$ cat config.mk
export PLATFORM = sky130hd
export DESIGN_NAME = minmax_stream
export DESIGN_NICKNAME = d
export VERILOG_FILES = /design/src/rtl/minmax_stream.sv
export SDC_FILE = /design/constraint.sdc
export NUM_CORES = 1
export LEC_CHECK = 0
export BUFFER_PORTS_ARGS = -buffer_cell sky130_fd_sc_hd__buf_4
export CORE_MARGIN = 5
export CORE_UTILIZATION = 59
export CTS_CLUSTER_SIZE = 24
export DETAILED_ROUTE_END_ITERATION = 16
export HOLD_SLACK_MARGIN = 0.05
export PLACE_DENSITY = 0.93
export SLEW_MARGIN = 25
export SYNTH_ARGS = -nofsm -noshare
export SYNTH_HDL_FRONTEND = slang
export SYNTH_SLANG_ARGS = --single-unit
$ cat constraint.sdc
create_clock -name clk -period 5.65 [get_ports clk]
set_input_delay 0 -clock clk [delete_from_list [all_inputs] [get_ports clk]]
set_output_delay 0 -clock clk [all_outputs]
set_load 0.1 [all_outputs]
$ cat src/rtl/minmax_stream.sv
// Streaming min/max finder: takes NI samples one beat at a time and reports the
// extreme value and its lowest index over a valid/ready output.
module minmax_stream #(
  parameter int W    = 5,
  parameter int NI   = 9,
  parameter int IDXW = $clog2(NI)
) (
  input  logic            clk,
  input  logic            rst,
  input  logic            us_sel,
  input  logic            min_max_sel,
  input  logic            in_valid,
  output logic            in_ready,
  input  logic [W-1:0]    in_data,
  output logic            out_valid,
  input  logic            out_ready,
  output logic [W-1:0]    result,
  output logic [IDXW-1:0] index
);

  typedef enum logic {ACC, DONE} state_t;

  state_t          r_state, w_state_nxt;
  logic [IDXW-1:0] r_cnt;
  logic [W-1:0]    r_best;
  logic [IDXW-1:0] r_best_idx;
  logic            r_us, r_mm;
  logic [W-1:0]    r_result;
  logic [IDXW-1:0] r_index;

  logic            w_accept, w_first, w_last, w_lt, w_gt, w_take;
  logic [W-1:0]    w_best_nxt;
  logic [IDXW-1:0] w_idx_nxt;

  assign w_accept = in_valid && in_ready;
  assign w_first  = (r_cnt == '0);
  assign w_last   = (r_cnt == IDXW'(NI - 1));

  // Strict compares under the latched mode, so ties keep the earlier sample.
  assign w_lt   = r_us ? ($signed(in_data) < $signed(r_best)) : (in_data < r_best);
  assign w_gt   = r_us ? ($signed(in_data) > $signed(r_best)) : (in_data > r_best);
  assign w_take = w_first || (r_mm ? w_gt : w_lt);

  assign w_best_nxt = w_take ? in_data : r_best;
  assign w_idx_nxt  = w_take ? r_cnt   : r_best_idx;

  always_ff @(posedge clk or posedge rst) begin
    if (rst) r_state <= ACC;
    else     r_state <= w_state_nxt;
  end

  always_comb begin
    // NOTE: every output gets a default first so no path leaves it unassigned (no latch).
    w_state_nxt = r_state;
    in_ready    = 1'b0;
    out_valid   = 1'b0;
    case (r_state)
      ACC: begin
        in_ready = 1'b1;
        if (in_valid && w_last) w_state_nxt = DONE;
      end
      DONE: begin
        out_valid = 1'b1;
        if (out_ready) w_state_nxt = ACC;
      end
      default: w_state_nxt = ACC;
    endcase
  end

  always_ff @(posedge clk or posedge rst) begin
    if (rst) begin
      r_cnt      <= '0;
      r_best     <= '0;
      r_best_idx <= '0;
      r_us       <= 1'b0;
      r_mm       <= 1'b0;
      r_result   <= '0;
      r_index    <= '0;
    end else if (w_accept) begin
      r_cnt      <= w_last ? '0 : r_cnt + 1'b1;
      r_best     <= w_best_nxt;
      r_best_idx <= w_idx_nxt;
      if (w_first) begin
        r_us <= us_sel;
        r_mm <= min_max_sel;
      end
      if (w_last) begin
        r_result <= w_best_nxt;
        r_index  <= w_idx_nxt;
      end
    end
  end

  assign result = r_result;
  assign index  = r_index;

endmodule
==> flow_metrics.tcl, run 1 <==
set metrics [dict create \
    die_x_um 57.3 \
    first_pass_iters 4 \
    postLayoutCellArea_mm2 0.00161 \
    whs_ns 0.267 \
    diodes 0 \
    worstPathMaxFanout 9 \
    dieArea_mm2 0.00329 \
    yosysUniqueCellTypes 30 \
    drc 0 \
    hp-class "in -> reg" \
    numPortBuffers 21 \
    cts_buffer_depth 2 \
    syn_area_per_cell_um2 10.7 \
    r2r_start "r_best[4]$_DFFE_PP0P_" \
    cts.sinks 25 \
    setup_viol 0 \
    vias_per_cell 5.98 \
    fillers 148 \
    status "completed" \
    final_common_cell "dfrtp_1" \
    grt_max_degree 26 \
    area_growth_pct 21.7 \
    synth_cells 124 \
    grt_overflow 0 \
    yosysTopAreaCellShare_pct 47.3 \
    rows 17 \
    fin_nets 173 \
    rsz0062_at_grt "no" \
    synthTopCellsByArea "dfrtp_1 (47%), mux2_4 (8.0%), ha_1 (6.6%)" \
    drt_iter0_markers 39 \
    cts_tree "yes" \
    cpMaxStageDelayCell "o31a_1" \
    fmax_ghz 0.340 \
    period_share_pct 52.0 \
    synth_seq_cells 25 \
    cts_root_buffer "clkbuf_4" \
    synth_seq_area_share_pct 47.3 \
    htreeDepth 1 \
    synth_top_area_cell "dfrtp_1" \
    grt_use_total_pct 20.6 \
    hp-start "in_valid" \
    grt_pass1_wl_um 5330 \
    grt_pass1_vias 1158 \
    postCtsSetupRepairBufs 0 \
    cts_made_buffers 3 \
    cp.arrival_ns 3.15 \
    post-route-min-period_ns 2.94 \
    post-place-ws_ns 2.77 \
    wl_um 3080 \
    critical_path_class "reg -> reg" \
    wl_per_cell_um 16.9 \
    initial_utilization_pct 60.9 \
    drive_above_1_share_pct 24.0 \
    clk_pin_slew_worst_paths_ns 0.13 \
    clock_latency_ns 0.31 \
    worstPathRequired_ns 5.86 \
    synth_area_mm2 0.00132 \
    multiInputGateArea_um2 639 \
    most-common-layout-cells "dfrtp_1 (25), buf_4 (21), o21ai_0 (12)" \
    placed_cell_area_mm2 0.00149 \
    skew_ns 0.00478 \
    path_cells "inv_1, ha_1, mux2_1, a311o_1, o31ai_2, o31a_1, mux2_4" \
    die_h_um 57.3 \
    yosysWarnings 0 \
    cap_violations 0 \
    core-area_mm2 0.00217 \
    setup_slack_ns 2.71 \
    syn_nets 142 \
    holdBufCountCts 9 \
    final.setup.tns_ns 0 \
    worstMarginPinSlew_ns 0.909 \
    cp-end-kind "flop" \
    place_congestion 0.788 \
    antenna_found_initial 0 \
    maxSlewHeadroom_pct 39.3 \
    startpoint "r_best[4]$_DFFE_PP0P_" \
    startpoint_type "flop" \
    maxSlewViolCount 0 \
    detail-route-antenna-nets 0 \
    hold_viol_final 0 \
    ios 22 \
    slowest_delay_ns 0.49 \
    dp_hpwl_um 2160 \
    final-seq-area_um2 626 \
    ctsResizeCount 0 \
    via_count 1088 \
]
synth_stat cells, drive strengths merged:
| master | n |
|---|---|
| a21oi | 7 |
| ha | 7 |
| o31a | 2 |
| o2111ai | 1 |
| nand3b | 1 |
| nand2 | 7 |
| clkbuf | 3 |
| and3 | 1 |
| xnor2 | 1 |
| a21o | 1 |
| or2 | 1 |
| nand3 | 2 |
| a22o | 1 |
| o2111a | 1 |
| a31oi | 8 |
| nor2b | 4 |
| and4 | 1 |
| o21ai | 12 |
| buf | 1 |
| inv | 9 |
| nor2 | 11 |
| a32o | 2 |
| a311o | 1 |
| dfrtp | 25 |
| o31ai | 3 |
| xor2 | 1 |
| mux2 | 10 |
state kept, by name, indices dropped and copies added, names as in the netlist:
signal	count
r_state	1
result	5
r_best_idx	4
r_cnt	4
index	4
r_best	5
r_mm	1
r_us	1
routing by layer:
| layer | share of wire, % | wire, um | vias up | global-route usage [%] |
|---|---|---|---|---|
| li1 | - | - | 510 | - |
| met1 | 43 | 1310 | 526 | 27.4 |
| met2 | 50 | 1540 | 46 | 34.4 |
| met3 | 5.7 | 174 | 6 | 2.94 |
| met4 | 1.5 | 45 | 0 | 6.95 |
| met5 | 0 | 0 | - | 0 |
final timing paths:
path                                             endpoint  slack, ns  cells past startpoint
worst max-delay path                r_best[4]$_DFFE_PP0P_       2.71                      7
worst min-delay path                 r_cnt[1]$_DFFE_PP0P_       0.27                      3
worst max register to register      r_best[4]$_DFFE_PP0P_       2.71                      7
worst min register to register  r_best_idx[2]$_DFFE_PP0P_       0.52                      1
max in group asynchronous                r_us$_DFFE_PP0P_       4.66                      3
min in group asynchronous            index[0]$_DFFE_PP0P_       0.43                      3
worst max-delay path, delay by kind of cell (launching register included):
kind / cells / cell delay [ns]
mux: 2 / 0.69
buf+inv: 1 / 0.05
fa+ha+maj: 1 / 0.33
flops: 1 / 0.40
compound gates: 3 / 1.36
layout make-up:
type	count	share of cell area, %
clock buffers	4	1.63
inverters	9	2.10
multi-input cells	86	39.8
flip-flops and latches	25	38.9
well taps	28	2.18
repair buffers	30	15.4
cell families (layout without fill, tap and decap cells):
| logic type | count (synthesis) | in the layout | share of synthesized area [%] |
|---|---|---|---|
| flops | 25 | 25 | 47.3 |
| simple gates | 28 | 28 | 9.94 |
| mux | 10 | 10 | 10.5 |
| compound gates | 39 | 39 | 20.0 |
| fa+ha+maj | 7 | 7 | 6.63 |
| xor+xnor | 2 | 2 | 1.33 |
| buf+inv | 13 | 43 | 4.26 |
through the flow:
step                util, %  cells
floorplan                 -    124
global placement       68.7    169
detailed placement     68.7    169
CTS                    74.1    182
global route           74.1    182
finish                 74.1    182
Power of run 1 is not shown: default switching activity piles up to over one toggle a cycle in this logic, so the estimate is an artifact.
==> run 2, diff against run 1 <==
--- a/config.mk
+++ b/config.mk
@@ -5,13 +5,14 @@
 export SDC_FILE = /design/constraint.sdc
 export NUM_CORES = 1
 export LEC_CHECK = 0
+export ABC_AREA = 1
 export BUFFER_PORTS_ARGS = -buffer_cell sky130_fd_sc_hd__buf_4
 export CORE_MARGIN = 5
-export CORE_UTILIZATION = 59
+export CORE_UTILIZATION = 50
 export CTS_CLUSTER_SIZE = 24
 export DETAILED_ROUTE_END_ITERATION = 16
 export HOLD_SLACK_MARGIN = 0.05
-export PLACE_DENSITY = 0.93
+export PLACE_DENSITY = 0.85
 export SLEW_MARGIN = 25
 export SYNTH_ARGS = -nofsm -noshare
 export SYNTH_HDL_FRONTEND = slang
==> constraint.sdc (replaced) <==
create_clock -name clk -period 2.65 [get_ports clk]
set_input_delay 0 -clock clk [delete_from_list [all_inputs] [get_ports clk]]
set_output_delay 0 -clock clk [all_outputs]
set_load 0.1 [all_outputs]
==> flow_metrics.tcl, run 2 <==
set metrics [dict create \
    status "completed" \
    yosysUniqueCellTypes 20 \
    antenna_found_initial 0 \
    clk_pin_slew_worst_paths_ns 0.14 \
    synth_seq_cells 25 \
    fillers 250 \
    dp_hpwl_um 2150 \
    synth_cells 173 \
    via_count 1183 \
    fin_nets 223 \
    postLayoutCellArea_mm2 0.00169 \
    clock_latency_ns 0.32 \
    skew_ns 0.00249 \
    cts_tree "yes" \
    placed_cell_area_mm2 0.00157 \
    postCtsSetupRepairBufs 0 \
    synth_area_mm2 0.00139 \
    die_x_um 62.7 \
    cap_violations 0 \
    syn_area_per_cell_um2 8.03 \
    synth_top_area_cell "dfrtp_1" \
    area_growth_pct 21.4 \
    final_common_cell "nand2_1" \
    diodes 0 \
    syn_nets 191 \
    ios 22 \
    cp-end-kind "flop" \
    drive_above_1_share_pct 22.1 \
    period_share_pct 71.0 \
    startpoint_type "flop" \
    grt_max_degree 26 \
    vias_per_cell 5.03 \
    synth_most_common_cell "nand2_1" \
    grt_pass1_wl_um 5350 \
    worstPathMaxFanout 10 \
    hold_viol_final 0 \
    hp-class "in -> reg" \
    worstPathRequired_ns 2.88 \
    dieArea_mm2 0.00393 \
    detail-route-antenna-nets 0 \
    synthFlopType "dfrtp_1" \
    synthTopCellsByArea "dfrtp_1 (45%), nand2_1 (14%), nand3_1 (10%)" \
    cts.sinks 25 \
    setup_viol 0 \
    grt_use_total_pct 16.5 \
    rows 19 \
    htreeDepth 1 \
    post-place-ws_ns 0.781 \
    setup_slack_ns 0.768 \
    wl_per_cell_um 12.5 \
    worstMarginPinSlew_ns 0.887 \
    whs_ns 0.239 \
    die_h_um 62.7 \
    fmax_ghz 0.531 \
    cts_buffer_depth 2 \
    cp.arrival_ns 2.11 \
    wl_um 2940 \
    yosysTopAreaCellShare_pct 45.0 \
    grt_overflow 0 \
    maxSlewViolCount 0 \
    post-route-min-period_ns 1.88 \
    grt_pass1_vias 1257 \
    holdBufCountCts 9 \
    synthTopCellsByCount "nand2_1 (52), nand3_1 (28), dfrtp_1 (25)" \
    numPortBuffers 21 \
    place_congestion 0.878 \
    final-seq-area_um2 626 \
    first_pass_iters 4 \
    synth-edff-count 0 \
    critical_path_class "reg -> reg" \
    cts_root_buffer "clkbuf_4" \
    ctsResizeCount 0 \
    core-area_mm2 0.00271 \
    synthArstFlopShare_pct 100 \
    yosysWarnings 0 \
    multiInputGateArea_um2 643 \
    most-common-layout-cells "nand2_1 (52), nand3_1 (28), dfrtp_1 (25)" \
    maxSlewHeadroom_pct 40.5 \
    reg2reg_setup_slack_ns 0.77 \
    final.setup.tns_ns 0 \
    synth_seq_area_share_pct 45.0 \
    initial_utilization_pct 51.2 \
    drt_iter0_markers 48 \
    cts_made_buffers 3 \
    rsz0062_at_grt "no" \
    drc 0 \
]
run 2: changes by cell type after synthesis, moves of 4 or more:
cell	change
nand3_1	+26
nand2_1	+45
inv_1	+15
a21oi_1	-6
nor2b_1	-4
mux2_4	-7
a31oi_1	-8
o21ai_0	-8
nor2_1	-6
nand2_2	+12
run 2: stage by stage:
stage / cells / utilization, %
global route: 235 / 62.2
finish: 235 / 62.2
detailed placement: 222 / 57.8
CTS: 235 / 62.2
global placement: 222 / 57.8
floorplan: 173 / -
run 2: path summary, 6_finish.rpt:
| path | start | cells past startpoint | to |
|---|---|---|---|
| setup / recovery | r_best[4]$_DFFE_PP0P_ | 12 | result[3]$_DFFE_PP0P_ |
| hold / removal | in_valid | 4 | r_best[1]$_DFFE_PP0P_ |
| setup reg to reg | r_best[4]$_DFFE_PP0P_ | 12 | result[3]$_DFFE_PP0P_ |
| hold reg to reg | r_best[2]$_DFFE_PP0P_ | 2 | r_best[2]$_DFFE_PP0P_ |
| max in group asynchronous | rst | 3 | r_cnt[2]$_DFFE_PP0P_ |
| min in group asynchronous | rst | 3 | r_best[2]$_DFFE_PP0P_ |
run 2: final cells by class:
class | count | share of cell area, %
multi-input cells | 119 | 38.1
flip-flops and latches | 25 | 37.1
repair buffers | 31 | 15.1
inverters | 25 | 5.56
well taps | 31 | 2.30
clock buffers | 3 | 1.34
clock inverters | 1 | 0.445
run 2: logic make-up (layout without fill, tap and decap cells):
kind of cell / count (synthesis) / after routing / synth area share, %
and+or+nand+nor: 104 / 104 / 36.1
buffers and inverters: 29 / 60 / 8.65
DFF: 25 / 25 / 45.0
adders and majority gates: 7 / 7 / 6.31
AOI/OAI and AO/OA: 5 / 5 / 1.80
xor gates and xnor gates: 2 / 2 / 1.26
muxes: 1 / 1 / 0.811
run 2: metal layers:
layer  vias to the layer above  GRT usage, %  part of all wire, %
met5                         -             0                    0
met2                        18          29.9                   50
li1                        602             -                    -
met3                         6          4.32                  3.6
met4                         0          3.71                  1.4
met1                       557          19.1                   45
run 2: critical path: stages (launching register included):
cell and delay [ns]:
dfrtp_1 0.37, inv_1 0.06, ha_1 0.31, a21oi_1 0.25
nand3_2 0.11, nand2_2 0.08, nand2_2 0.05, nand2_2 0.09
nand2_4 0.10, nand2_4 0.14, nand2_2 0.07, nand3_1 0.09
nand2_1 0.06
Power of run 2 is left out for the same reason.
